==> config.mk <==
export PLATFORM = sky130hd
export DESIGN_NAME = apb_cmd_master
export DESIGN_NICKNAME = d
export VERILOG_FILES = /design/src/rtl/apb_cmd_master.sv
export SDC_FILE = /design/constraint.sdc
export NUM_CORES = 1
export LEC_CHECK = 0
export BUFFER_PORTS_ARGS = -buffer_cell sky130_fd_sc_hd__buf_2
export CAP_MARGIN = 25
export CORE_MARGIN = 2
export CORE_UTILIZATION = 44
export CTS_BUF_LIST = sky130_fd_sc_hd__clkbuf_2
export DETAILED_ROUTE_END_ITERATION = 6
export PLACE_DENSITY_LB_ADDON = 0.12
export SLEW_MARGIN = 40
export SYNTH_ARGS = -nofsm -noshare
export SYNTH_HDL_FRONTEND = slang
export SYNTH_SLANG_ARGS = --single-unit
==> constraint.sdc <==
create_clock -name clock -period 1.52 [get_ports clock]
set_input_delay 0.076 -clock clock [delete_from_list [all_inputs] [get_ports clock]]
set_output_delay 0.076 -clock clock [all_outputs]
set_load 0.01 [all_outputs]
==> src/rtl/apb_cmd_master.sv <==
// apb_cmd_master
//   Single-outstanding APB initiator. Accepts one command on a valid/ready
//   request channel. It runs the APB SETUP and ACCESS phases toward the
//   peripheral register slaves, then presents the read data or a timeout
//   error on a valid/ready response channel.
//
// Parameters
//   TIMEOUT  ACCESS cycles allowed before abort (0 = wait forever)
//   CNT_W    width of the ACCESS-cycle counter (TIMEOUT < 2**CNT_W)
//
// Ports
//   clock, rst_n             clock (rising edge), async active-low reset
//   req_valid/req_ready      command handshake
//   req_write/addr/wdata/strb  command fields
//   rsp_valid/rsp_ready      response handshake
//   rsp_rdata/rsp_err        read data (0 for writes/timeouts), timeout flag
//   apb_sel/ena/write/addr/wdata/pstb  APB master outputs
//   apb_rdata/apb_rready     APB slave read data and ready
module apb_cmd_master #(
  parameter int unsigned TIMEOUT = 255,
  parameter int unsigned CNT_W   = 8
) (
  input  logic        clock,
  input  logic        rst_n,
  input  logic        req_valid,
  output logic        req_ready,
  input  logic        req_write,
  input  logic [31:0] req_addr,
  input  logic [31:0] req_wdata,
  input  logic [3:0]  req_strb,
  output logic        rsp_valid,
  input  logic        rsp_ready,
  output logic [31:0] rsp_rdata,
  output logic        rsp_err,
  output logic [31:0] apb_addr,
  output logic        apb_sel,
  output logic        apb_write,
  output logic        apb_ena,
  output logic [31:0] apb_wdata,
  output logic [3:0]  apb_pstb,
  input  logic [31:0] apb_rdata,
  input  logic        apb_rready
);

  typedef enum logic [1:0] {
    S_IDLE   = 2'd0,
    S_SETUP  = 2'd1,
    S_ACCESS = 2'd2,
    S_RESP   = 2'd3
  } state_t;

  // Counter value seen on the last permitted ACCESS cycle.
  localparam logic [CNT_W-1:0] TO_LAST =
    (TIMEOUT == 0) ? '0 : CNT_W'(TIMEOUT - 1);

  state_t           r_state;
  state_t           w_next;
  logic [CNT_W-1:0] r_cnt;
  logic             w_accept;
  logic             w_done;
  logic             w_timeout;

  assign w_accept  = (r_state == S_IDLE) && req_valid;
  assign w_done    = (r_state == S_ACCESS) && apb_rready;
  // Slave ready has priority over the timeout in the same cycle.
  assign w_timeout = (r_state == S_ACCESS) && !apb_rready &&
                     (TIMEOUT != 0) && (r_cnt == TO_LAST);

  // State register; reset drops sel/ena/rsp_valid immediately since they
  // are decoded from the state.
  always_ff @(posedge clock or negedge rst_n) begin
    if (!rst_n) begin
      r_state <= S_IDLE;
    end else begin
      r_state <= w_next;
    end
  end

  always_comb begin
    w_next    = r_state;
    req_ready = 1'b0;
    apb_sel   = 1'b0;
    apb_ena   = 1'b0;
    rsp_valid = 1'b0;
    case (r_state)
      S_IDLE: begin
        req_ready = 1'b1;
        if (req_valid) w_next = S_SETUP;
      end
      S_SETUP: begin
        apb_sel = 1'b1;
        w_next  = S_ACCESS;
      end
      S_ACCESS: begin
        apb_sel = 1'b1;
        apb_ena = 1'b1;
        if (w_done || w_timeout) w_next = S_RESP;
      end
      S_RESP: begin
        rsp_valid = 1'b1;
        if (rsp_ready) w_next = S_IDLE;
      end
      default: w_next = S_IDLE;
    endcase
  end

  // ACCESS-cycle counter: cleared in SETUP (i.e. on every entry to
  // ACCESS), saturating while in ACCESS.
  always_ff @(posedge clock or negedge rst_n) begin
    if (!rst_n) begin
      r_cnt <= '0;
    end else if (r_state == S_SETUP) begin
      r_cnt <= '0;
    end else if ((r_state == S_ACCESS) && (r_cnt != '1)) begin
      r_cnt <= r_cnt + CNT_W'(1);
    end
  end

  // Command capture: APB address/data outputs change only on accept, so
  // they are stable through SETUP/ACCESS and hold afterwards.
  always_ff @(posedge clock or negedge rst_n) begin
    if (!rst_n) begin
      apb_addr  <= '0;
      apb_write <= 1'b0;
      apb_wdata <= '0;
      apb_pstb  <= '0;
    end else if (w_accept) begin
      apb_addr  <= req_addr;
      apb_write <= req_write;
      apb_wdata <= req_write ? req_wdata : 32'h0;
      apb_pstb  <= req_write ? req_strb  : 4'b0000;
    end
  end

  // Response capture at the end of ACCESS; held through RESP.
  always_ff @(posedge clock or negedge rst_n) begin
    if (!rst_n) begin
      rsp_rdata <= '0;
      rsp_err   <= 1'b0;
    end else if (w_done) begin
      rsp_rdata <= apb_write ? 32'h0 : apb_rdata;
      rsp_err   <= 1'b0;
    end else if (w_timeout) begin
      rsp_rdata <= '0;
      rsp_err   <= 1'b1;
    end
  end

endmodule

==> flow_summary.yaml, run 1 <==
floorplan:
  core_area_um2: 10800
  io_pins: 212
  start_util: 0.451
  die_h_um: 109
  dieArea_um2: 12000
  dieWidth_um: 109
  std_cell_rows: 38
timing:
  report.final.hold_viol_count: 0
  skew_ns: 0.0309
  slew-limit-headroom: 0.571
  fmax_ghz: 0.616
  rsz0062_at_grt: "yes"
  setup_viol: 42
  period_minus_slack_ns: 1.62
  worst_pin_slew_ns: 0.644
  finalMaxSlewViolations: 0
  fin_ws_ns: -0.102
  fin_crit_sh: 1.07
synth:
  syn_area_um2: 4890
  synth_cell_types: 40
  synth_nets: 557
  yosys_warnings: 0
  netlist_instances: 444
  synth-seq-area-share: 0.573
  ys_ff_latch: 112
  ys_dominant_reg_cell: "dfrtp_1"
  synth_top_area_share: 0.573
  synth_top_cells_by_area: "dfrtp_1 (57%), mux2_2 (7.6%), o21ai_0 (6.9%)"
  syn_avg_cell_area_um2: 11.0
  synth-edff-count: 0
  async_reset_ff_frac: 1.00
  yosysTopAreaCell: "dfrtp_1"
worst_setup_path:
  worstSetupEndpointType: "primary output"
  cp_data_required_time_ns: 1.44
  critPathSlowestCell: "dfrtp_2"
  cp_max_fo: 4
  worstSetupStartpointType: "register"
  crit_chain: "clkinv_4, ha_4, buf_6"
  crit_buf_inv: 2
  cp_top_family: "flip-flops"
  max_stage_delay_ns: 0.49
  r2r_start: "r_state[1]$_DFFE_PN0P_"
  r2r_setup_slack_ns: -0.09
  r2r-end: "r_state[1]$_DFFE_PN0P_"
  arrival_ns: 1.55
  rr_worst_depth: 7
  critical_path_class: "register to primary output"
detailed_routing:
  vias: 4796
  wl_um: 15600
  dr.first_iter.drc_count: 217
  ant_nets: 0
  post_drt_wl_per_cell_um: 16.5
  drtPass1Iterations: 4
  via_per_inst: 5.05
  drc: 0
final_layout:
  mostFrequentLayoutCells: "buf_2 (207), dlygate4sd3_1 (141), dfrtp_1 (110)"
  antenna_cells: 0
  drive_gt1_frac: 0.398
  finalInstanceArea_um2: 8000
  multi_input_area_um2: 2040
  area_growth_pct: 63.7
  final_nets: 919
  final_common_cell: "buf_2"
  seqCellArea_um2: 2810
  num-fill-cells: 721
clock_network:
  cts_made_buffers: 9
  clock-sinks: 112
  cts_tree: "built"
  cts_max_path_buffers: 2
  cts-root-buf: "clkbuf_2"
  htreeDepth: 3
  clk_pin_slew_worst_paths_ns: 0.28
  clk_latency_ns: 0.60
grt:
  antenna_found_initial: 0
  grt_usage: 0.258
  grt_max_degree: 45
  overflow: 0
  grt_pass1_vias: 4905
  grt_pass1_wl_um: 23900
hold_path:
  holdPathStages: 2
  hold_end: "apb_write$_DFFE_PN0P_"
  hold_start: "req_write"
  hold_path.class: "input port to register"
outcome:
  violations: "setup timing"
  status: "finished, violations left"
placed_design:
  place_hpwl_um: 8540
  place_area_um2: 6190
  gp_congestion: 0.811
  port_buffers: 211
  pre_cts_slack_ns: -0.0743
job:
  cap_violations: 0
pwr:
  p_leak_nw: 3.77
  powerDensity_nw_per_um2: 1610
  vdd_drop_max_uv: 1060
## worst reg2reg max path: cells and delay by family, from the launching register on
| kind | cells | cell delay, ns |
|---|---|---|
| buffers and inverters | 3 | 0.42 |
| adder cells (fa/ha/maj) | 1 | 0.18 |
| AO/OA/AOI/OAI | 2 | 0.32 |
| AND/OR/NAND/NOR | 1 | 0.13 |
| flip-flops | 1 | 0.48 |
## final cells by class
class,count,area share
clock inverters,4,0.00688
repair buffers,382,0.356
well taps,140,0.0219
inverters,4,0.00250
flip-flops and latches,112,0.351
multi-input cells,297,0.255
clock buffers,11,0.00688
## cell families (layout without fill, tap and decap cells)
logic type                 after synthesis  count (layout)  synth area share
buffers and inverters                   35             401            0.0371
muxes                                   36              36            0.0853
DFF                                    112             112             0.573
AOI/OAI and AO/OA                      119             119             0.150
adders and majority gates                7               7            0.0179
and+or+nand+nor                        135             135             0.136
## power by group
group          internal [mW]  switching (mW)  leakage [nW]
clock network          0.394           0.979        0.0686
registers               4.28           0.858          1.34
logic                   3.27            3.09          2.36
## synth_stat cells, types with 2 or more instances
cell type  count
a31oi_1        4
a22oi_1       32
ha_1           7
mux2_4         3
a21oi_1        4
nand2b_1      32
and3_1         2
nor2b_1        5
mux2_2        33
dfrtp_1      112
inv_1          4
o21ai_0       67
nand4_1        2
buf_6          2
nor2_1         6
o21ai_1        3
nand3_1        2
nor3_1         2
o211ai_1       2
clkbuf_1       9
and4_2         2
nand2_1       74
buf_2         18
## state kept, by name (all words and copies together) (netlist names)
register	count
apb_addr	32
apb_wdata	32
rsp_rdata	32
r_cnt	8
apb_pstb	4
r_state	2
apb_write	1
rsp_err	1
## repair_timing
item,CTS,global route
hold buffers,142,0
buffers inserted,8,2
setup endpoints to repair,16,58
pin swaps,3,5
gates resized for setup,12,23
gates cloned,0,1
hold endpoints to repair,215,0
## stage by stage
stage	setup TNS [ns]	hold slack [ns]	cells	util	total power, mW
after global placement	0	0.0548	782	0.571	10.2
after global routing	-4.20	0.172	950	0.738	13.7
after CTS	-1.12	0.116	947	0.726	12.4
final	-1.84	0.163	950	0.738	12.9
after detailed placement	-0.110	0.0544	782	0.571	10.4
after floorplan	0	-0.220	444	-	8.13
## worst max path at each step
stage,slack [ns],to,depth (start not counted),from
after global placement,0.00009,r_state[0]$_DFFE_PN0P_,5,r_state[1]$_DFFE_PN0P_
after global routing,-0.15,apb_sel,3,r_state[0]$_DFFE_PN0P_
after CTS,-0.13,apb_sel,4,r_state[1]$_DFFE_PN0P_
after floorplan,0.006,r_state[0]$_DFFE_PN0P_,5,r_state[1]$_DFFE_PN0P_
after detailed placement,-0.07,r_state[0]$_DFFE_PN0P_,5,r_state[1]$_DFFE_PN0P_
final,-0.10,apb_sel,3,r_state[0]$_DFFE_PN0P_
## per-layer routing
layer / vias to the layer above / global-route usage / share of wire
met5: - / 0 / 0
met1: 2292 / 0.312 / 0.41
met4: 0 / 0.113 / 0.023
met3: 36 / 0.0516 / 0.067
li1: 2267 / - / -
met2: 201 / 0.446 / 0.50
(Power assumes the default switching activity.)
==> run 2, diff against run 1 <==
==> constraint.sdc (replaced) <==
create_clock -name clock -period 1.52 [get_ports clock]
set_input_delay 0.304 -clock clock [delete_from_list [all_inputs] [get_ports clock]]
set_output_delay 0.304 -clock clock [all_outputs]
set_load 0.01 [all_outputs]
==> run 2 against run 1 <==
  * The run still ends with setup timing left
  * Critical path depth is 1 higher
  * Clock skew fell by 0.0012 ns
  * Via count up 1.5%
  * Flip-flop and latch count did not move
  * Critical path type unchanged
  * Critical endpoint unchanged
  * Largest cell class unchanged
==> flow_summary.yaml, run 2 (same netlist as run 1, synthesis figures left out) <==
clock_network:
  clk_pin_slew_worst_paths_ns: 0.30
  cts-root-buf: "clkbuf_2"
  clock-sinks: 112
  htreeDepth: 3
  clk_latency_ns: 0.58
  cts_made_buffers: 9
  cts_tree: "built"
  cts_max_path_buffers: 2
pwr:
  p_clk_frac: 0.096
  intPower_mw: 9.08
  power_frac_comb: 0.548
  sw_frac_of_total: 0.372
  vdd_drop_max_uv: 1070
  p_leak_nw: 3.95
  powerDensity_nw_per_um2: 1740
  p_switching_mw: 5.39
  seqPwrFrac: 0.356
worst_setup_path:
  r2r_start: "r_state[1]$_DFFE_PN0P_"
  worstSetupStartpointType: "register"
  worstSetupEndpointType: "primary output"
  cp_data_required_time_ns: 1.22
  arrival_ns: 1.52
  r2r_setup_slack_ns: -0.22
  rr_worst_depth: 7
  r2r-end: "rsp_rdata[27]$_DFFE_PN0P_"
  crit_start: "r_state[1]$_DFFE_PN0P_"
  cp_max_fo: 2
  crit_end: "apb_sel"
  critical_path_class: "register to primary output"
placed_design:
  port_buffers: 211
  gp_congestion: 0.805
  place_area_um2: 6230
  place_hpwl_um: 8980
  place_inst: 785
  pre_cts_slack_ns: -0.0798
timing:
  fin_tns_setup_ns: -5.65
  fin_crit_sh: 1.20
  skew_ns: 0.0297
  finalMaxSlewViolations: 0
  setup_viol: 44
  slew-limit-headroom: 0.714
  worst_pin_slew_ns: 0.429
  hold_ws_ns: 0.108
  fin_ws_ns: -0.307
  rsz0062_at_grt: "yes"
  report.final.hold_viol_count: 0
  fmax_ghz: 0.547
  period_minus_slack_ns: 1.83
floorplan:
  dieArea_um2: 12000
  core_area_um2: 10800
  die_h_um: 109
  start_util: 0.451
  dieWidth_um: 109
  io_pins: 212
  std_cell_rows: 38
final_layout:
  drive_gt1_frac: 0.476
  mostFrequentLayoutCells: "buf_2 (170), dfrtp_1 (111), dlygate4sd3_1 (102)"
  final_cells: 958
  antenna_cells: 0
  final_nets: 926
  largestRegisters: "apb_addr x32, apb_wdata x32, rsp_rdata x32"
  area_growth_pct: 69.9
  final_common_cell: "buf_2"
  finalInstanceArea_um2: 8310
grt:
  grt_pass1_vias: 4895
  overflow: 0
  grt_pass1_wl_um: 23800
  grt_usage: 0.255
  grt_max_degree: 43
  antenna_found_initial: 0
outcome:
  status: "finished, violations left"
  violations: "setup timing"
detailed_routing:
  drc: 0
  vias: 4868
  wl_um: 16400
  drtPass1Iterations: 4
  dr.first_iter.drc_count: 205
  ant_nets: 0
  via_per_inst: 5.08
  post_drt_wl_per_cell_um: 17.1
job:
  cap_violations: 0
hold_path:
  hold_path.class: "input port to async pin"
## run 2: final cells by class
class,count,area [µm²]
tap,140,175
fill,645,2530
clock inverter,7,67.6
multi-input combinational,297,2130
clock buffer,9,45.0
sequential,112,2800
inverter,4,17.5
timing repair buffer,389,3070
## run 2: layer usage
metal  vias to the layer above  track usage  wire length, µm
met5                         -            0                0
met4                         0       0.0868              310
met3                        30       0.0664             1060
met2                       184        0.444             8450
met1                      2372        0.307             6600
li1                       2282            -                -
## run 2: per-stage QoR
| step | power, mW | utilization |
|---|---|---|
| 4_1_cts | 13.1 | 0.721 |
| 5_1_grt | 15.4 | 0.766 |
| 2_1_floorplan | 8.13 | - |
| 3_5_place_dp | 10.5 | 0.575 |
| 6_report | 14.5 | 0.766 |
| 3_3_place_gp | 10.2 | 0.575 |
## run 2: worst min path at each step
stage	startpoint	slack (ns)	cells past startpoint	endpoint
2_1_floorplan	rst_n	0.008	0	apb_addr[0]$_DFFE_PN0P_
3_3_place_gp	rst_n	0.23	1	rsp_rdata[26]$_DFFE_PN0P_
3_5_place_dp	rst_n	0.22	1	rsp_rdata[26]$_DFFE_PN0P_
4_1_cts	req_write	0.07	3	apb_wdata[23]$_DFFE_PN0P_
5_1_grt	rst_n	0.09	2	rsp_rdata[13]$_DFFE_PN0P_
6_report	rst_n	0.11	2	rsp_rdata[2]$_DFFE_PN0P_
## run 2: worst max-delay path, cell delays in order, from the launching register on
cell and delay [ns]:
dfrtp_2 0.44, inv_2 0.04, buf_6 0.11, ha_4 0.26
buf_6 0.10
## run 2: timing repair
action,4_1_cts,5_1_grt
gates cloned,2,1
hold buffers,102,0
gates resized for setup,70,55
setup buffers,26,26
pin swaps,2,2
endpoints found under the setup margin,52,148
endpoints found under the hold margin,200,0
## run 2: power by group through the flow
stage               clock [mW]  combinational (mW)  sequential (mW)
floorplan                    0                2.46             5.67
global placement             0                5.20             5.05
detailed placement           0                5.35             5.12
CTS                       1.41                6.68             5.03
global route              1.54                8.54             5.29
finish                    1.39                7.93             5.15
